===== src/rtl/cpu_run_ctrl.sv =====
`timescale 1ns/1ps
// -----------------------------------------------------------------------------
// cpu_run_ctrl
//
// Run controller for the FRANK6000 CPU core. It takes a program as a stream of
// bytes (high byte of each word first), assembles 16-bit instructions and
// writes them into the CPU instruction memory. It then holds the CPU in reset
// for two cycles and lets it run, issuing one control_en strobe every DIV
// clocks. The run ends when the CPU raises loopf (done) or when MAX_STEPS
// strobes have been issued (timeout). In both cases WREG is captured as the
// result.
//
// Parameters
//   DIV        control_en period in clocks (2..16)
//   MAX_STEPS  strobes allowed before timeout (1..65535)
//
// Ports
//   i_clk, i_rst          clock, asynchronous active-low reset
//   i_start, i_abort      start a load session / force return to IDLE
//   i_len                 instruction count minus 1, sampled on start
//   i_byte, i_byte_valid  program byte stream
//   o_byte_ready          a byte is accepted this cycle if valid
//   o_instr_addr/o_instr/o_instr_we   instruction memory write port
//   o_cpu_rst, o_ON, o_control_en     CPU reset, run enable, step strobe
//   i_loopf, i_WREG       CPU idle-loop flag and working register
//   o_result              WREG captured at completion
//   o_busy, o_done, o_timeout         status
//
// Every output is a flop; the next value of each is derived from the next
// state so outputs line up with the state they belong to.
// -----------------------------------------------------------------------------
module cpu_run_ctrl #(
  parameter int DIV       = 4,
  parameter int MAX_STEPS = 4096
) (
  input  logic        i_clk,
  input  logic        i_rst,
  input  logic        i_start,
  input  logic        i_abort,
  input  logic [7:0]  i_len,
  input  logic [7:0]  i_byte,
  input  logic        i_byte_valid,
  output logic        o_byte_ready,
  output logic [7:0]  o_instr_addr,
  output logic [15:0] o_instr,
  output logic        o_instr_we,
  output logic        o_cpu_rst,
  output logic        o_ON,
  output logic        o_control_en,
  input  logic        i_loopf,
  input  logic [7:0]  i_WREG,
  output logic [7:0]  o_result,
  output logic        o_busy,
  output logic        o_done,
  output logic        o_timeout
);

  localparam logic [3:0]  DIV_LAST   = 4'(DIV - 1);
  localparam logic [15:0] STEP_LIMIT = 16'(MAX_STEPS);

  typedef enum logic [2:0] {
    S_IDLE,
    S_LOAD_HI,
    S_LOAD_LO,
    S_WRITE,
    S_CPU_RST,
    S_RUN,
    S_DONE
  } state_e;

  state_e      state_q, state_d;
  logic [7:0]  addr_q, addr_d;
  logic [7:0]  len_q, len_d;
  logic [7:0]  hi_q, hi_d;
  logic [15:0] word_q, word_d;
  logic [7:0]  result_q, result_d;
  logic [15:0] steps_q, steps_d;
  logic [3:0]  div_q, div_d;
  logic [3:0]  div_next;
  logic        rst_cnt_q, rst_cnt_d;
  logic        done_q, done_d;
  logic        timeout_q, timeout_d;
  logic        ready_q, ready_d;
  logic        we_q, we_d;
  logic        cpu_rst_q, cpu_rst_d;
  logic        on_q, on_d;
  logic        strobe_q, strobe_d;
  logic        busy_q, busy_d;
  logic        accept;

  // ready is a flop, so acceptance never loops back through i_byte_valid
  assign accept   = i_byte_valid & ready_q;
  assign div_next = (div_q == DIV_LAST) ? 4'd0 : div_q + 4'd1;

  always_comb begin
    state_d   = state_q;
    addr_d    = addr_q;
    len_d     = len_q;
    hi_d      = hi_q;
    word_d    = word_q;
    result_d  = result_q;
    steps_d   = steps_q;
    div_d     = div_q;
    rst_cnt_d = rst_cnt_q;
    done_d    = done_q;
    timeout_d = timeout_q;

    case (state_q)
      S_IDLE, S_DONE: begin
        if (i_start) begin
          state_d   = S_LOAD_HI;
          addr_d    = 8'd0;
          len_d     = i_len;
          done_d    = 1'b0;
          timeout_d = 1'b0;
          result_d  = 8'd0;
        end
      end
      S_LOAD_HI: begin
        if (accept) begin
          hi_d    = i_byte;
          state_d = S_LOAD_LO;
        end
      end
      S_LOAD_LO: begin
        if (accept) begin
          word_d  = {hi_q, i_byte};
          state_d = S_WRITE;
        end
      end
      S_WRITE: begin
        // compare before increment so len=255 stops at 255 without wrapping
        if (addr_q == len_q) begin
          state_d   = S_CPU_RST;
          rst_cnt_d = 1'b0;
        end else begin
          addr_d  = addr_q + 8'd1;
          state_d = S_LOAD_HI;
        end
      end
      S_CPU_RST: begin
        if (rst_cnt_q) begin
          // first RUN cycle carries a strobe, which counts as step 1
          state_d = S_RUN;
          div_d   = 4'd0;
          steps_d = 16'd1;
        end else begin
          rst_cnt_d = 1'b1;
        end
      end
      S_RUN: begin
        // steps_q >= 1 throughout RUN, so termination always follows a strobe;
        // loopf is tested first so it wins over a coincident final step
        if (i_loopf) begin
          result_d = i_WREG;
          done_d   = 1'b1;
          state_d  = S_DONE;
        end else if (steps_q == STEP_LIMIT) begin
          result_d  = i_WREG;
          timeout_d = 1'b1;
          state_d   = S_DONE;
        end else begin
          div_d = div_next;
          if (div_next == 4'd0) begin
            steps_d = steps_q + 16'd1;
          end
        end
      end
      default: state_d = S_IDLE;
    endcase

    // abort overrides everything, including a same-cycle start
    if (i_abort) begin
      state_d   = S_IDLE;
      done_d    = 1'b0;
      timeout_d = 1'b0;
    end

    ready_d   = (state_d == S_LOAD_HI) || (state_d == S_LOAD_LO);
    we_d      = (state_d == S_WRITE);
    cpu_rst_d = (state_d == S_CPU_RST);
    on_d      = (state_d == S_RUN);
    strobe_d  = on_d && (div_d == 4'd0);
    busy_d    = (state_d != S_IDLE) && (state_d != S_DONE);
  end

  always_ff @(posedge i_clk or negedge i_rst) begin
    if (!i_rst) begin
      state_q   <= S_IDLE;
      addr_q    <= 8'd0;
      len_q     <= 8'd0;
      hi_q      <= 8'd0;
      word_q    <= 16'd0;
      result_q  <= 8'd0;
      steps_q   <= 16'd0;
      div_q     <= 4'd0;
      rst_cnt_q <= 1'b0;
      done_q    <= 1'b0;
      timeout_q <= 1'b0;
      ready_q   <= 1'b0;
      we_q      <= 1'b0;
      cpu_rst_q <= 1'b0;
      on_q      <= 1'b0;
      strobe_q  <= 1'b0;
      busy_q    <= 1'b0;
    end else begin
      state_q   <= state_d;
      addr_q    <= addr_d;
      len_q     <= len_d;
      hi_q      <= hi_d;
      word_q    <= word_d;
      result_q  <= result_d;
      steps_q   <= steps_d;
      div_q     <= div_d;
      rst_cnt_q <= rst_cnt_d;
      done_q    <= done_d;
      timeout_q <= timeout_d;
      ready_q   <= ready_d;
      we_q      <= we_d;
      cpu_rst_q <= cpu_rst_d;
      on_q      <= on_d;
      strobe_q  <= strobe_d;
      busy_q    <= busy_d;
    end
  end

  assign o_byte_ready = ready_q;
  assign o_instr_addr = addr_q;
  assign o_instr      = word_q;
  assign o_instr_we   = we_q;
  assign o_cpu_rst    = cpu_rst_q;
  assign o_ON         = on_q;
  assign o_control_en = strobe_q;
  assign o_result     = result_q;
  assign o_busy       = busy_q;
  assign o_done       = done_q;
  assign o_timeout    = timeout_q;

endmodule

===== config.mk =====
export PLATFORM = sky130hd
export DESIGN_NAME = cpu_run_ctrl
export DESIGN_NICKNAME = d
export VERILOG_FILES = /design/src/rtl/cpu_run_ctrl.sv
export SDC_FILE = /design/constraint.sdc
export NUM_CORES = 1
export LEC_CHECK = 0
export CAP_MARGIN = 20
export CORE_ASPECT_RATIO = 2
export CORE_MARGIN = 1.5
export CORE_UTILIZATION = 44
export DETAILED_ROUTE_END_ITERATION = 7
export DONT_BUFFER_PORTS = 1
export HOLD_SLACK_MARGIN = 0.12
export PLACE_DENSITY = 0.63
export RECOVER_POWER = 100
export SLEW_MARGIN = 20
export SYNTH_ARGS = -nofsm -noshare
export SYNTH_HDL_FRONTEND = slang
export SYNTH_SLANG_ARGS = --single-unit

===== constraint.sdc =====
create_clock -name i_clk -period 2.1 [get_ports i_clk]
set_input_delay 0.42 -clock i_clk [delete_from_list [all_inputs] [get_ports i_clk]]
set_output_delay 0.42 -clock i_clk [all_outputs]
set_load 0.1 [all_outputs]

======== After elaboration in Yosys (flattened, before gate mapping) ========
Index checks and enable logic that the tools add are counted.
cells by class
  $add $sub $neg .......................... 3
  bitwise operators ....................... 1
  muxes and demuxes ....................... 35
  reduce and logical (&&, ||, !) cells .... 22
  eq/ne operators ......................... 27
operators by type and width
  cell                     number
  $mux W16                 4
  $mux W8                  4
  $pmux W16 S2             1
  $pmux W8 S2              2
  $mux W3                  8
  $ne A3 B3 Y1 const B     6
  $pmux W3 S6              1
  $add A16 B1 Y16 const B  1
  $eq A16 B13 Y1 const B   1
  $mux W4                  4
  $eq A3 B3 Y1 const B     5
  $ne A2 B2 Y1 const B     7
  $eq A3 B2 Y1 const B     4
  $reduce_and A3 Y1        3
  $add A8 B1 Y8 const B    1
  $eq A8 B8 Y1             1
  $logic_not A4 Y1         2
  $pmux W4 S2              1
  $reduce_and A2 Y1        4
  $reduce_bool A2 Y1       4
  $mux W1                  7
  $eq A3 B1 Y1 const B     2
  $pmux W1 S2              3
  $reduce_bool A3 Y1       2
  9 further kinds          10
word-level totals
  output and inout bits ................... 40
  logic and storage cells ................. 105
  flip-flop bits (word level) ............. 80

======== Longest topological paths before layout ========
  depth in word-level cells ............... 7
  mapped depth ............................ 8
  depth with buffers taken out ............ 7

======== Worst setup path after synthesis ========
OpenSTA, ideal clock, no wires.
  path type ............................... flip-flop to flip-flop
  start point ............................. register ready_q (netlist: o_byte_ready)
  end point ............................... register word_q[10] (netlist: o_instr[10])
  path buffers ............................ 1
  arrival time ............................ 2125 ps
  cell stages (with the launch flop) ...... 5
  required time ........................... 1975 ps
  period minus slack after synthesis ...... 2251 ps
  path slack .............................. -151 ps
  setup time .............................. 125 ps
  path through ............................ dfrtp_1 -> nand3b_1 -> nor2_1 -> buf_2 -> mux2_2
on the way
  cells in the longest elaborated chain, start to end .. 2
ends and longest elaborated chain
  element                      RTL line  RTL
  start, declared              83        logic ready_q, ready_d;
  start signal, assigned       218       ready_q <= ready_d;
  $and A1 B1 Y1                92        assign accept = i_byte_valid & ready_q;
  $reduce_and A2 Y1 (no line)  --
  end signal, assigned         211       word_q <= word_d;
  end, declared                75        logic [15:0] word_q, word_d;
Every way passes these cells.
A chain may end at the register's enable or synchronous reset.

======== Final worst setup path ========
  start point ............................. register steps_q[1]
  end point ............................... register ready_q (netlist: o_byte_ready)
on the way
  cells in the longest elaborated chain, start to end .. 7
ends and longest elaborated chain
  element                                              RTL line  RTL
  start, declared                                      77        logic [15:0] steps_q, steps_d;
  start signal, assigned                               213       steps_q <= steps_d;
  $eq A16 B13 Y1 *                                     158       end else if (steps_q == STEP_LIMIT) begin
  $mux W3 *                                            158
  $mux W3 *                                            154       if (i_loopf) begin
  $pmux W3 S6 *                                        108       case (state_q)
  $mux W3 *                                            173       if (i_abort) begin
  $eq A3 B1 Y1 / $eq A3 B2 Y1 (equally long branches)  179       ready_d = (state_d == S_LOAD_HI) || (state_d == S_LOAD_LO);
  $logic_or A1 B1 Y1 *                                 179
  via ready_d                                          83
The timed path passes the listed nets; every way through them passes the cells marked *.

==> flow_summary.yaml <==
run_status:
  status: "complete, but fails checks"
  violations: "negative hold slack"
power_and_ir_drop:
  p_sw_share_pct: 27.8
  power_density_nw_per_um2: 880
  p_comb_share_pct: 7.2
  intPower_mw: 2.89
  clkPwrFrac_pct: 43.7
  leakage_nw: 2.07
  pwr-share-seq_pct: 49.1
  peakVddDrop_mv: 0.592
  power.switching_mw: 1.11
  design_power_total_mw: 4.00
sta:
  max_freq_mhz: 509
  fin_worst_skew_ns: 0.00618
  tns_ns: 0
  setup_violations: 0
  postLayoutSetupSlackWorst_ns: 0.134
  fin_crit_sh_pct: 93.6
  rsz0062_at_grt: "true"
  period_needed_ns: 1.97
  relSlewSlack_pct: 37.6
  tightest_slew_ns: 0.935
  timing.hold.ws_ns: -0.232
  hold_viol_final: 80
  slew_violations: 0
floorplan:
  core_region_area_um2: 8590
  die_y_um: 135
  rows: 48
  start_util_pct: 44.9
  io_pins: 70
  die_x_um: 69.2
  die_area_um2: 9370
global_routing:
  antenna_found_initial: 0
  grt_max_degree: 81
  grt_pass1_wl_um: 14800
  grt_pass1_vias: 3096
  grt_usage_pct: 20.5
  gr-total-overflow: 0
clock_tree:
  clk_pin_slew_ns: 0.06
  clkSinkCount: 80
  clockRootBuffer: "clkbuf_16"
  htree_num_levels: 3
  cts_tree: "done"
  ctsLongestPathBuffers: 2
  clk_latency_ns: 0.34
  post_cts_buffers: 0
  cts_buffers: 9
worst_setup_path:
  end_kind: "register"
  r2r_end: "o_byte_ready"
  crit_end: "o_byte_ready"
  reg2reg_depth: 7
  crit_family: "simple AND/OR/NAND/NOR gates"
  crit_arrival_ns: 2.23
  rr_startpoint: "steps_q[1]"
  slowest_delay_ns: 0.51
  cp_slowest_cell: "or4_1"
  reg2reg_slack_ns: 0.13
  worst-path-stages: 7
  crit_buf_inv: 1
  crit_required_ns: 2.37
  worstSetupPathType: "register to register"
  cp-startpoint: "steps_q[1]"
  cp_cell_sequence: "inv_1 -> ha_1 -> nor4b_4 -> and4_4 -> a21oi_2 -> or4_1 -> a21oi_1"
  crit_fanout: 4
  start_kind: "register"
placement:
  hpwl_um: 6730
  finalWeightedCongestion: 0.860
  dp.cells: 503
  postPlaceCellArea_um2: 4270
  pre_cts_slack_ns: 0.0968
  portBuffers: 0
synth:
  seq_area_frac_synth_pct: 51.9
  syn_avg_cell_area_um2: 10.4
  syn-cell-area_um2: 3860
  ys_ff_latch: 80
  synth-edff-count: 0
  yosys_warnings: 0
  synth_area_leader_cell: "dfrtp_1"
  syn_nets: 406
  ys.flop_type: "dfrtp_1"
  synth_cells: 372
  yosys-top-cells-area: "dfrtp_1, mux2_2, nand2_1, xnor2_1, o21ai_0"
  synth_top_area_share_pct: 51.9
  async_reset_ff_share_pct: 100
  post_synth_num_cell_types: 54
detailed_routing:
  vias_per_cell: 5.73
  drt_wl_total_um: 9000
  dr_total_vias: 2975
  first_pass_iters: 4
  ant_nets: 0
  drc: 0
  drt_iter0_drc: 144
  routedWlPerCell_um: 17.3
cells_and_area:
  drive_gt1_share_pct: 25.3
  antenna_cells: 0
  syn2layout_area_growth_pct: 17.9
  fillCellCount: 810
  nets: 448
  stdcell_count: 519
  final_area_um2: 4550
hold_path:
  holdCritPathClass: "primary input to async pin"
job:
  drv_cap: 0
per-layer routing:
metal / up-vias / track usage (%) / wire length, um
met5: - / 0 / 0
met4: 0 / 11.4 / 360
met3: 24 / 4.99 / 328
met2: 66 / 39.1 / 5250
met1: 1468 / 19.5 / 3060
li1: 1417 / - / -
cell usage in the layout, fill, tap and decap left out, drive strengths merged, types with 5 or more instances in the layout:
cell type	netlist	layout
nand3	10	10
mux2	25	25
nand2b	5	5
clkbuf	6	38
a21oi	13	13
nor2	17	17
buf	10	19
nor3	9	9
nand2	59	59
nor4	7	7
xnor2	15	15
and3	5	5
nand4	12	12
or3	5	5
inv	10	13
and4	6	6
dfrtp	80	80
nor2b	5	5
o31ai	5	5
o21ai	19	19
registers in the layout (all words and copies together) (netlist names), 3 cells and up:
signal	count
o_instr_addr	8
hi_q	8
len_q	8
div_q	4
state_q	3
o_result	8
o_instr	16
steps_q	16
cell usage after synthesis, types with 3 or more instances:
cell / instances
o21ai_0: 18
and4_1: 5
a211o_1: 3
clkbuf_1: 6
nand4_1: 12
ha_1: 4
a21oi_1: 12
nor2_1: 17
nor2b_1: 5
nor3_1: 8
o31ai_1: 5
xnor2_1: 15
dfrtp_1: 80
a31oi_1: 3
buf_2: 8
inv_1: 10
nand2_1: 59
or3_1: 5
nand2b_1: 5
and3_1: 5
mux2_2: 25
nand3_1: 9
nor4_1: 5
o211ai_1: 4
and2_1: 4
or4_1: 3
cell families (layout without fill, tap and decap cells):
family | count (synthesis) | after routing | share of synthesized area [%]
flops | 80 | 80 | 51.9
xor+xnor | 17 | 17 | 3.86
compound gates | 64 | 64 | 10.9
mux | 25 | 25 | 7.30
fa+ha+maj | 4 | 4 | 1.30
buf+inv | 26 | 73 | 2.89
simple gates | 156 | 156 | 21.9
power groups by stage:
stage                     Clock, mW  Sequential [mW]  Combinational (mW)
after CTS                      1.79             1.97               0.296
after global routing           1.85             1.98               0.319
after global placement            0             1.99               0.286
final                          1.75             1.96               0.289
after detailed placement          0             1.99               0.295
after floorplan                   0             2.00               0.202
cell type report:
| class | count | area (um2) | area share (%) |
|---|---|---|---|
| clock buffers | 10 | 239 | 5.25 |
| clock inverters | 6 | 97.6 | 2.15 |
| inverters | 10 | 37.5 | 0.825 |
| multi-input cells | 266 | 1760 | 38.6 |
| flip-flops and latches | 80 | 2010 | 44.3 |
| well taps | 100 | 125 | 2.75 |
| repair buffers | 47 | 279 | 6.13 |
worst register-to-register path: stages (launching register included):
cell and delay (ns):
dfrtp_1 0.41, inv_1 0.09, ha_1 0.15, nor4b_4 0.21, and4_4 0.30, a21oi_2 0.07
or4_1 0.51, a21oi_1 0.15
worst min path at each step:
stage          startpoint          to  slack [ns]  depth (start not counted)
6_report            i_rst  steps_q[8]       -0.23                          0
3_5_place_dp        i_rst    div_q[3]        0.13                          0
4_1_cts             i_rst    div_q[3]       -0.24                          0
5_1_grt             i_rst  steps_q[8]       -0.25                          0
3_3_place_gp        i_rst    div_q[3]        0.13                          0
2_1_floorplan       i_rst    div_q[0]        0.12                          0
repair_timing:
action | CTS | global route
resized for setup | 0 | 5
endpoints found under the setup margin | 0 | 7
hold endpoints to repair | 80 | 80
per-stage QoR:
step | utilization [%] | hold WS, ns
finish | 53.0 | -0.232
global placement | 49.8 | 0.128
floorplan | - | 0.124
detailed placement | 49.8 | 0.128
global route | 53.0 | -0.246
CTS | 53.7 | -0.243
Power figures use the tool's default switching activity.
